==> src/rtl/flash_sequencer.sv <==
// rtl/flash_sequencer.sv - thermometer LED up/down phase sequencer with round-robin flick rewind
module flash_sequencer #(
    parameter int LED_W = 16,
    parameter int NPH   = 6
) (
    input  logic             clk,
    input  logic             reset,
    input  logic             start,
    input  logic [1:0]       flick_req,
    output logic [1:0]       flick_gnt,
    input  logic             cfg_we,
    input  logic [2:0]       cfg_addr,
    input  logic [4:0]       cfg_data,
    output logic [LED_W-1:0] led,
    output logic [2:0]       phase,
    output logic             busy,
    output logic             done
);

    typedef enum logic [1:0] {IDLE, UP, DOWN} state_t;

    state_t      state_q;
    logic [4:0]  n_q;
    logic [2:0]  phase_q;
    logic        done_q;
    logic [1:0]  gnt_q;
    logic        rr_q;
    logic [4:0]  bound_q [NPH];
    logic [4:0]  flick_pt_q;

    logic [4:0]  cur_bound;
    logic [4:0]  cfg_clip;
    logic        any_req;
    logic        win;
    logic        last_phase;
    logic        eligible;

    function automatic logic [4:0] default_bound(input int idx);
        case (idx % 6)
            0:       default_bound = 5'd16;
            1:       default_bound = 5'd5;
            2:       default_bound = 5'd11;
            3:       default_bound = 5'd0;
            4:       default_bound = 5'd6;
            default: default_bound = 5'd0;
        endcase
    endfunction

    assign cur_bound  = bound_q[phase_q];
    assign cfg_clip   = (cfg_data > 5'd16) ? 5'd16 : cfg_data;
    assign any_req    = |flick_req;
    assign win        = flick_req[rr_q] ? rr_q : ~rr_q;
    assign last_phase = (phase_q == 3'(NPH - 1));
    // A flick rewinds one phase only from a descending, non-final phase at an anchor count.
    assign eligible   = (state_q == DOWN) && !last_phase && any_req &&
                        ((n_q == 5'd0) || (n_q == flick_pt_q));

    always_comb begin
        led = '0;
        for (int i = 0; i < LED_W; i++) begin
            led[i] = (i < int'(n_q));
        end
    end

    assign phase     = phase_q;
    assign busy      = (state_q != IDLE);
    assign done      = done_q;
    assign flick_gnt = gnt_q;

    always_ff @(posedge clk or negedge reset) begin
        if (!reset) begin
            state_q    <= IDLE;
            n_q        <= 5'd0;
            phase_q    <= 3'd0;
            done_q     <= 1'b0;
            gnt_q      <= 2'b00;
            rr_q       <= 1'b0;
            flick_pt_q <= 5'd5;
            for (int i = 0; i < NPH; i++) begin
                bound_q[i] <= default_bound(i);
            end
        end else begin
            done_q <= 1'b0;
            gnt_q  <= 2'b00;
            if (cfg_we) begin
                if (cfg_addr < 3'(NPH)) begin
                    bound_q[cfg_addr] <= cfg_clip;
                end else if (cfg_addr == 3'd6) begin
                    flick_pt_q <= cfg_clip;
                end
            end
            case (state_q)
                IDLE: begin
                    if (start || any_req) begin
                        state_q <= UP;
                        n_q     <= 5'd0;
                        phase_q <= 3'd0;
                        if (any_req) begin
                            gnt_q <= win ? 2'b10 : 2'b01;
                            rr_q  <= ~win;
                        end
                    end
                end
                UP: begin
                    if (n_q < cur_bound) begin
                        n_q <= n_q + 5'd1;
                    end else if (last_phase) begin
                        state_q <= IDLE;
                        n_q     <= 5'd0;
                        phase_q <= 3'd0;
                        done_q  <= 1'b1;
                    end else begin
                        phase_q <= phase_q + 3'd1;
                        state_q <= DOWN;
                    end
                end
                DOWN: begin
                    if (eligible) begin
                        phase_q <= phase_q - 3'd1;
                        state_q <= UP;
                        gnt_q   <= win ? 2'b10 : 2'b01;
                        rr_q    <= ~win;
                    end else if (n_q > cur_bound) begin
                        n_q <= n_q - 5'd1;
                    end else if (last_phase) begin
                        state_q <= IDLE;
                        n_q     <= 5'd0;
                        phase_q <= 3'd0;
                        done_q  <= 1'b1;
                    end else begin
                        phase_q <= phase_q + 3'd1;
                        state_q <= UP;
                    end
                end
                default: state_q <= IDLE;
            endcase
        end
    end

endmodule

==> config.mk <==
export PLATFORM = sky130hd
export DESIGN_NAME = flash_sequencer
export DESIGN_NICKNAME = d
export VERILOG_FILES = /design/src/rtl/flash_sequencer.sv
export SDC_FILE = /design/constraint.sdc
export NUM_CORES = 1
export LEC_CHECK = 0
export CAP_MARGIN = 20
export CORE_MARGIN = 2
export CORE_UTILIZATION = 58
export CTS_BUF_LIST = sky130_fd_sc_hd__clkbuf_4 sky130_fd_sc_hd__clkbuf_8
export DETAILED_ROUTE_END_ITERATION = 8
export PLACE_DENSITY = 0.92
export SYNTH_ARGS = -nofsm -noshare
export SYNTH_HDL_FRONTEND = slang
export SYNTH_SLANG_ARGS = --single-unit
==> constraint.sdc <==
create_clock -name clk -period 4.75 [get_ports clk]
set_clock_uncertainty 0.15 [all_clocks]
set_input_delay 0.475 -clock clk [delete_from_list [all_inputs] [get_ports clk]]
set_output_delay 0.475 -clock clk [all_outputs]
set_load 0.1 [all_outputs]
==> results of run 1 <==
-- per-stage QoR --
| stage | utilization [%] | instance area [um^2] | hold slack (ns) | setup slack [ns] | instances |
|---|---|---|---|---|---|
| CTS | 69.18 | 3511 | 0.2237 | 1.085 | 411 |
| global placement | 67.33 | 3417 | 0.3078 | 1.267 | 403 |
| global route | 69.77 | 3541 | 0.3734 | 0.8869 | 413 |
| finish | 69.77 | 3541 | 0.3400 | 1.085 | 413 |
| floorplan | - | 3037 | 0.02941 | 0.6113 | 310 |
| detailed placement | 67.33 | 3417 | 0.3225 | 1.121 | 403 |
-- routing by layer --
metal	wire (um)	vias to the layer above	GRT usage (%)
li1	-	1171	-
met4	181	0	9.636
met2	3553	96	43.19
met1	2865	1204	31.25
met5	0	-	0
met3	418	17	4.739
-- sequential cells by signal, indices dropped and copies added (netlist names) --
signal	count
rr_q	1
state_q	2
done	1
bound_q	30
flick_gnt	2
flick_pt_q	5
phase	3
n_q	5
-- synthesized netlist by cell type (3+ instances only) --
cell type   n  share of area, %
a21o_1      3              0.74
a21oi_1     8               1.3
a221oi_1    3              0.87
a31oi_1     3              0.62
clkbuf_1    7              0.87
dfrtp_1    39                32
dfstp_2    10               8.7
ha_1       16               6.6
inv_1      15               1.9
mux2_2      8               3.0
mux2i_1    14               4.6
mux4_2      5               3.7
nand2_1    45               5.6
nand2b_1    6               1.2
nand3_1     8               1.3
nor2_1     15               1.9
nor2b_1     6               1.2
nor3_1      6              0.99
o21ai_0    37               6.1
o21bai_1    3              0.74
o22ai_1     3              0.62
or3_1       3              0.62
xor2_1      6               1.7
-- layout make-up --
| type | count | area [um^2] |
|---|---|---|
| multi-input cells | 233 | 1679 |
| fillers | 404 | 1534 |
| flip-flops and latches | 49 | 1239 |
| repair buffers | 38 | 385.4 |
| well taps | 70 | 87.58 |
| clock buffers | 5 | 68.82 |
| inverters | 15 | 56.30 |
| clock inverters | 3 | 25.02 |
-- worst paths after layout --
path,cells past startpoint,end,slack [ns],from
setup / recovery,9,phase[2],1.08,phase[0]
hold / removal,2,bound_q[1],0.34,bound_q[1]
setup reg to reg,9,phase[2],1.08,phase[0]
hold reg to reg,2,bound_q[1],0.34,bound_q[1]
max in group asynchronous,3,flick_pt_q[2],3.53,reset
min in group asynchronous,2,state_q[1],0.38,reset
-- critical path, stage by stage, from the launching register on --
cell	delay (ns)
dfrtp_1	0.78
mux4_2	0.58
mux2i_1	0.16
ha_1	0.27
nor2b_1	0.15
o31ai_2	0.38
a21boi_2	0.22
a2111oi_4	0.53
nor2b_1	0.14
a31o_1	0.21
-- logic make-up (layout without fill, tap and decap cells) --
kind of cell             count (synthesis)  count (layout)  synth area share [%]
AO/OA/AOI/OAI                           82              82                 18.50
XOR/XNOR                                 8               8                 2.307
adder cells (fa/ha/maj)                 16              16                 6.592
buffers and inverters                   28              61                 3.914
flip-flops                              49              49                 40.79
multiplexers                            28              28                 11.78
AND/OR/NAND/NOR                         99              99                 16.11
==> flow_metrics.py, run 1 <==
metrics = {
    "outcome": {
        "outcome": "completed",
    },
    "timing": {
        "slew_violations": 0,
        "slew_headroom_pct": 34.93,
        "finalSetupViolations": 0,
        "tightest_slew_ns": 0.9730,
        "finalHoldViolations": 0,
        "fmax_mhz": 272.8,
        "fin_tns_setup_ns": 0,
        "rsz0062_at_grt": "no",
        "period_needed_ns": 3.665,
        "timing.final.crit_share_pct": 77.16,
    },
    "clock_tree": {
        "path_clk_slew_ns": 0.10,
        "numCtsBuffers": 5,
        "clock_sinks": 49,
        "clk_latency_ns": 0.31,
        "cts_hold_buffers": 0,
        "root_buffer": "clkbuf_8",
        "clk_path_buf_depth": 2,
        "cts_setup_buffers": 0,
        "post_cts_resized": 0,
        "cts_tree": "built",
        "htree_num_levels": 2,
    },
    "synth": {
        "ys_warn_count": 0,
        "ys_seq_elements": 49,
        "synth_area_mm2": 0.003037,
        "ys_types": 57,
        "async_flop_share_pct": 100.0,
        "synth_edf_count": 0,
        "synthesis.nets": 340,
        "ys.flop_type": "dfrtp_1",
        "syn_inst": 310,
        "ys_seq_area_share_pct": 40.79,
        "synth.avg_cell_area_um2": 9.796,
    },
    "route": {
        "wl_per_cell_um": 16.99,
        "ant_nets": 0,
        "dr.pass1.iters": 4,
        "wl_mm": 7.018,
        "initialDrtViolationCount": 209,
        "num_vias": 2488,
        "viasPerCell": 6.024,
        "route.detailed.drc": 0,
    },
    "job": {
        "maxCapViolCount": 0,
    },
    "die": {
        "die_x_um": 76.36,
        "die_y_um": 76.36,
        "pin_count": 37,
        "num_rows": 26,
        "start_util_pct": 59.84,
        "die_area_mm2": 0.005830,
        "core-area_mm2": 0.005075,
    },
    "global_route": {
        "grt_max_degree": 50,
        "grt_pass1_vias": 2505,
        "gr-usage-all-layers_pct": 25.04,
        "antenna_found_initial": 0,
        "grt_pass1_wl_mm": 11.76,
        "grt_remaining_overflow": 0,
    },
    "final_layout": {
        "final_cell_mix": "nand2_1, dfrtp_1, o21ai_0",
        "layout_commonest_cell": "nand2_1",
        "fin_nets": 372,
        "post_route_cells_drive_above_1_share_pct": 12.83,
        "num_antenna_cells": 0,
        "area_delta_synth_final_pct": 16.61,
    },
    "critical_path": {
        "cp_max_fo": 14,
        "path_class": "reg -> reg",
        "critPathArrivalTime_ns": 3.73,
        "critPathLaunchType": "flop",
        "cp.required_ns": 4.81,
        "crit_path_end_kind": "flop",
    },
    "min_path": {
        "hp-class": "reg -> reg",
    },
    "placed_design": {
        "place_hpwl_mm": 5.103,
        "portBuffers": 36,
        "gp_congestion": 0.9205,
    },
}
Power of run 1 is not shown: default switching activity piles up to over one toggle a cycle in this logic, so the estimate is an artifact.
==> run 2, diff against run 1 <==
--- a/config.mk
+++ b/config.mk
@@ -7,10 +7,10 @@
 export LEC_CHECK = 0
 export CAP_MARGIN = 20
 export CORE_MARGIN = 2
-export CORE_UTILIZATION = 58
+export CORE_UTILIZATION = 52
 export CTS_BUF_LIST = sky130_fd_sc_hd__clkbuf_4 sky130_fd_sc_hd__clkbuf_8
 export DETAILED_ROUTE_END_ITERATION = 8
-export PLACE_DENSITY = 0.92
+export PLACE_DENSITY = 0.87
 export SYNTH_ARGS = -nofsm -noshare
 export SYNTH_HDL_FRONTEND = slang
 export SYNTH_SLANG_ARGS = --single-unit
==> constraint.sdc (replaced) <==
create_clock -name clk -period 2.94 [get_ports clk]
set_clock_uncertainty 0.15 [all_clocks]
set_input_delay 0.294 -clock clk [delete_from_list [all_inputs] [get_ports clk]]
set_output_delay 0.294 -clock clk [all_outputs]
set_load 0.1 [all_outputs]
==> flow_metrics.py, run 2 (synthesis results as in run 1) <==
metrics = {
    "final_layout": {
        "multiInputGateArea_mm2": 0.001774,
        "nFillCells": 429,
        "largest-register": "bound_q",
        "top_regs": "bound_q (30), flick_pt_q (5), n_q (5)",
        "area_delta_synth_final_pct": 25.26,
        "largest_register_ffs": 30,
        "final_cell_mix": "buf_4, nand2_1, o21ai_0, dfrtp_1, ha_1",
        "post_route_cells_drive_above_1_share_pct": 30.11,
        "num_antenna_cells": 0,
        "layout.area.seq_mm2": 0.001247,
        "fin_nets": 401,
        "layout_commonest_cell": "buf_4",
        "fin_util_pct": 68.24,
    },
    "timing": {
        "timing.final.crit_share_pct": 108.4,
        "tightest_slew_ns": 0.6377,
        "slew_headroom_pct": 57.48,
        "fmax_mhz": 313.9,
        "finalSetupViolations": 10,
        "fin_tns_setup_ns": -1.461,
        "slew_violations": 0,
        "period_needed_ns": 3.185,
        "finalHoldViolations": 0,
        "rsz0062_at_grt": "yes",
        "worst_slack_ns": -0.2455,
    },
    "job": {
        "maxCapViolCount": 0,
    },
    "die": {
        "core-area_mm2": 0.005574,
        "die_area_mm2": 0.006467,
        "die_y_um": 80.42,
        "num_rows": 27,
        "start_util_pct": 54.48,
        "pin_count": 37,
        "die_x_um": 80.42,
    },
    "placed_design": {
        "place_hpwl_mm": 5.546,
        "portBuffers": 36,
        "gp_congestion": 0.9450,
        "post-place-ws_ns": -0.2622,
    },
    "clock_tree": {
        "root_buffer": "clkbuf_8",
        "cts_tree": "built",
        "numCtsBuffers": 5,
        "htree_num_levels": 2,
        "path_clk_slew_ns": 0.09,
        "clock_sinks": 49,
        "clk_path_buf_depth": 2,
        "clk_latency_ns": 0.31,
    },
    "critical_path": {
        "path_cells": "mux4_2 > mux2i_1 > ha_1 > buf_4 > and4_4 > a21boi_2 > a21boi_4 > buf_4 > a221oi_2 > or3_1 > o221ai_1",
        "path_class": "reg -> reg",
        "worst-path-stages": 11,
        "cp_max_fo": 6,
        "critPathMaxStageDelay_ns": 0.52,
        "critPathSlowestCell": "mux4_2",
        "critPathLaunchType": "flop",
        "worst_path_dominant_cell_family": "multiplexers",
        "crit_top_cell": "buf_4",
        "worstRegToRegCells": 11,
        "cp.required_ns": 3.01,
        "crit_path_end_kind": "flop",
        "critPathArrivalTime_ns": 3.25,
        "worst-path-buf-inv": 2,
    },
    "min_path": {
        "holdPathStages": 2,
        "hp-class": "reg -> reg",
    },
    "global_route": {
        "grt_pass1_vias": 2517,
        "grt_pass1_wl_mm": 12.36,
        "grt_remaining_overflow": 0,
        "gr-usage-all-layers_pct": 25.01,
        "antenna_found_initial": 0,
        "grt_max_degree": 30,
    },
    "route": {
        "dr.pass1.iters": 4,
        "num_vias": 2628,
        "initialDrtViolationCount": 203,
        "viasPerCell": 5.919,
        "ant_nets": 0,
        "wl_per_cell_um": 18.09,
        "route.detailed.drc": 0,
        "wl_mm": 8.034,
    },
    "outcome": {
        "outcome": "finished with violations",
        "violations": "negative setup slack",
    },
}
-- run 2: cell types whose count changed in the layout (fill, tap and decap cells not counted), moves of 3 or more --
cell,before,now
buf_4,0,50
buf_6,0,3
clkdlybuf4s50_1,35,12
dfrtp_1,39,36
-- run 2: layout make-up --
class,instances,share of cell area [%]
tap,72,2.368
inverter,15,1.480
multi-input combinational,233,46.64
timing repair buffer,67,14.31
sequential,49,32.80
clock buffer,6,2.007
clock inverter,2,0.3947
-- run 2: metrics by stage --
stage / area (um^2) / std cells / hold slack (ns)
after global routing: 3804 / 444 / 0.3704
after global placement: 3540 / 424 / 0.1834
after detailed placement: 3540 / 424 / 0.2048
after CTS: 3695 / 439 / 0.3363
final: 3804 / 444 / 0.3329
after floorplan: 3094 / 310 / -0.1516
-- run 2: routing by layer --
metal	wire length [um]	vias up	track usage, %	part of all wire (%)
met2	4133	106	44.83	51
met5	0	-	0	0
li1	-	1235	-	-
met1	3076	1250	30.48	38
met4	311	0	8.305	3.9
met3	514	37	4.045	6.4
-- run 2: final timing paths --
kind | startpoint | endpoint | slack, ns
max | phase[0] | n_q[3] | -0.25
min | bound_q[20] | bound_q[20] | 0.33
max reg2reg | phase[0] | n_q[3] | -0.25
min reg2reg | bound_q[20] | bound_q[20] | 0.33
max in group asynchronous | reset | flick_pt_q[2] | 1.47
min in group asynchronous | reset | state_q[1] | 0.40
-- run 2: timing repair --
item	in CTS	in global routing
setup endpoints to repair	10	11
hold buffers	1	0
hold endpoints to repair	23	0
gates resized for setup	4	15
pin swaps	5	6
setup buffers	6	5
-- run 2: worst min-delay path: cells and delay by family, from the launching register on --
family / cells / cell delay, ns
simple gates: 1 / 0.04
compound gates: 1 / 0.06
flops: 1 / 0.38
Power of run 2 is left out for the same reason.
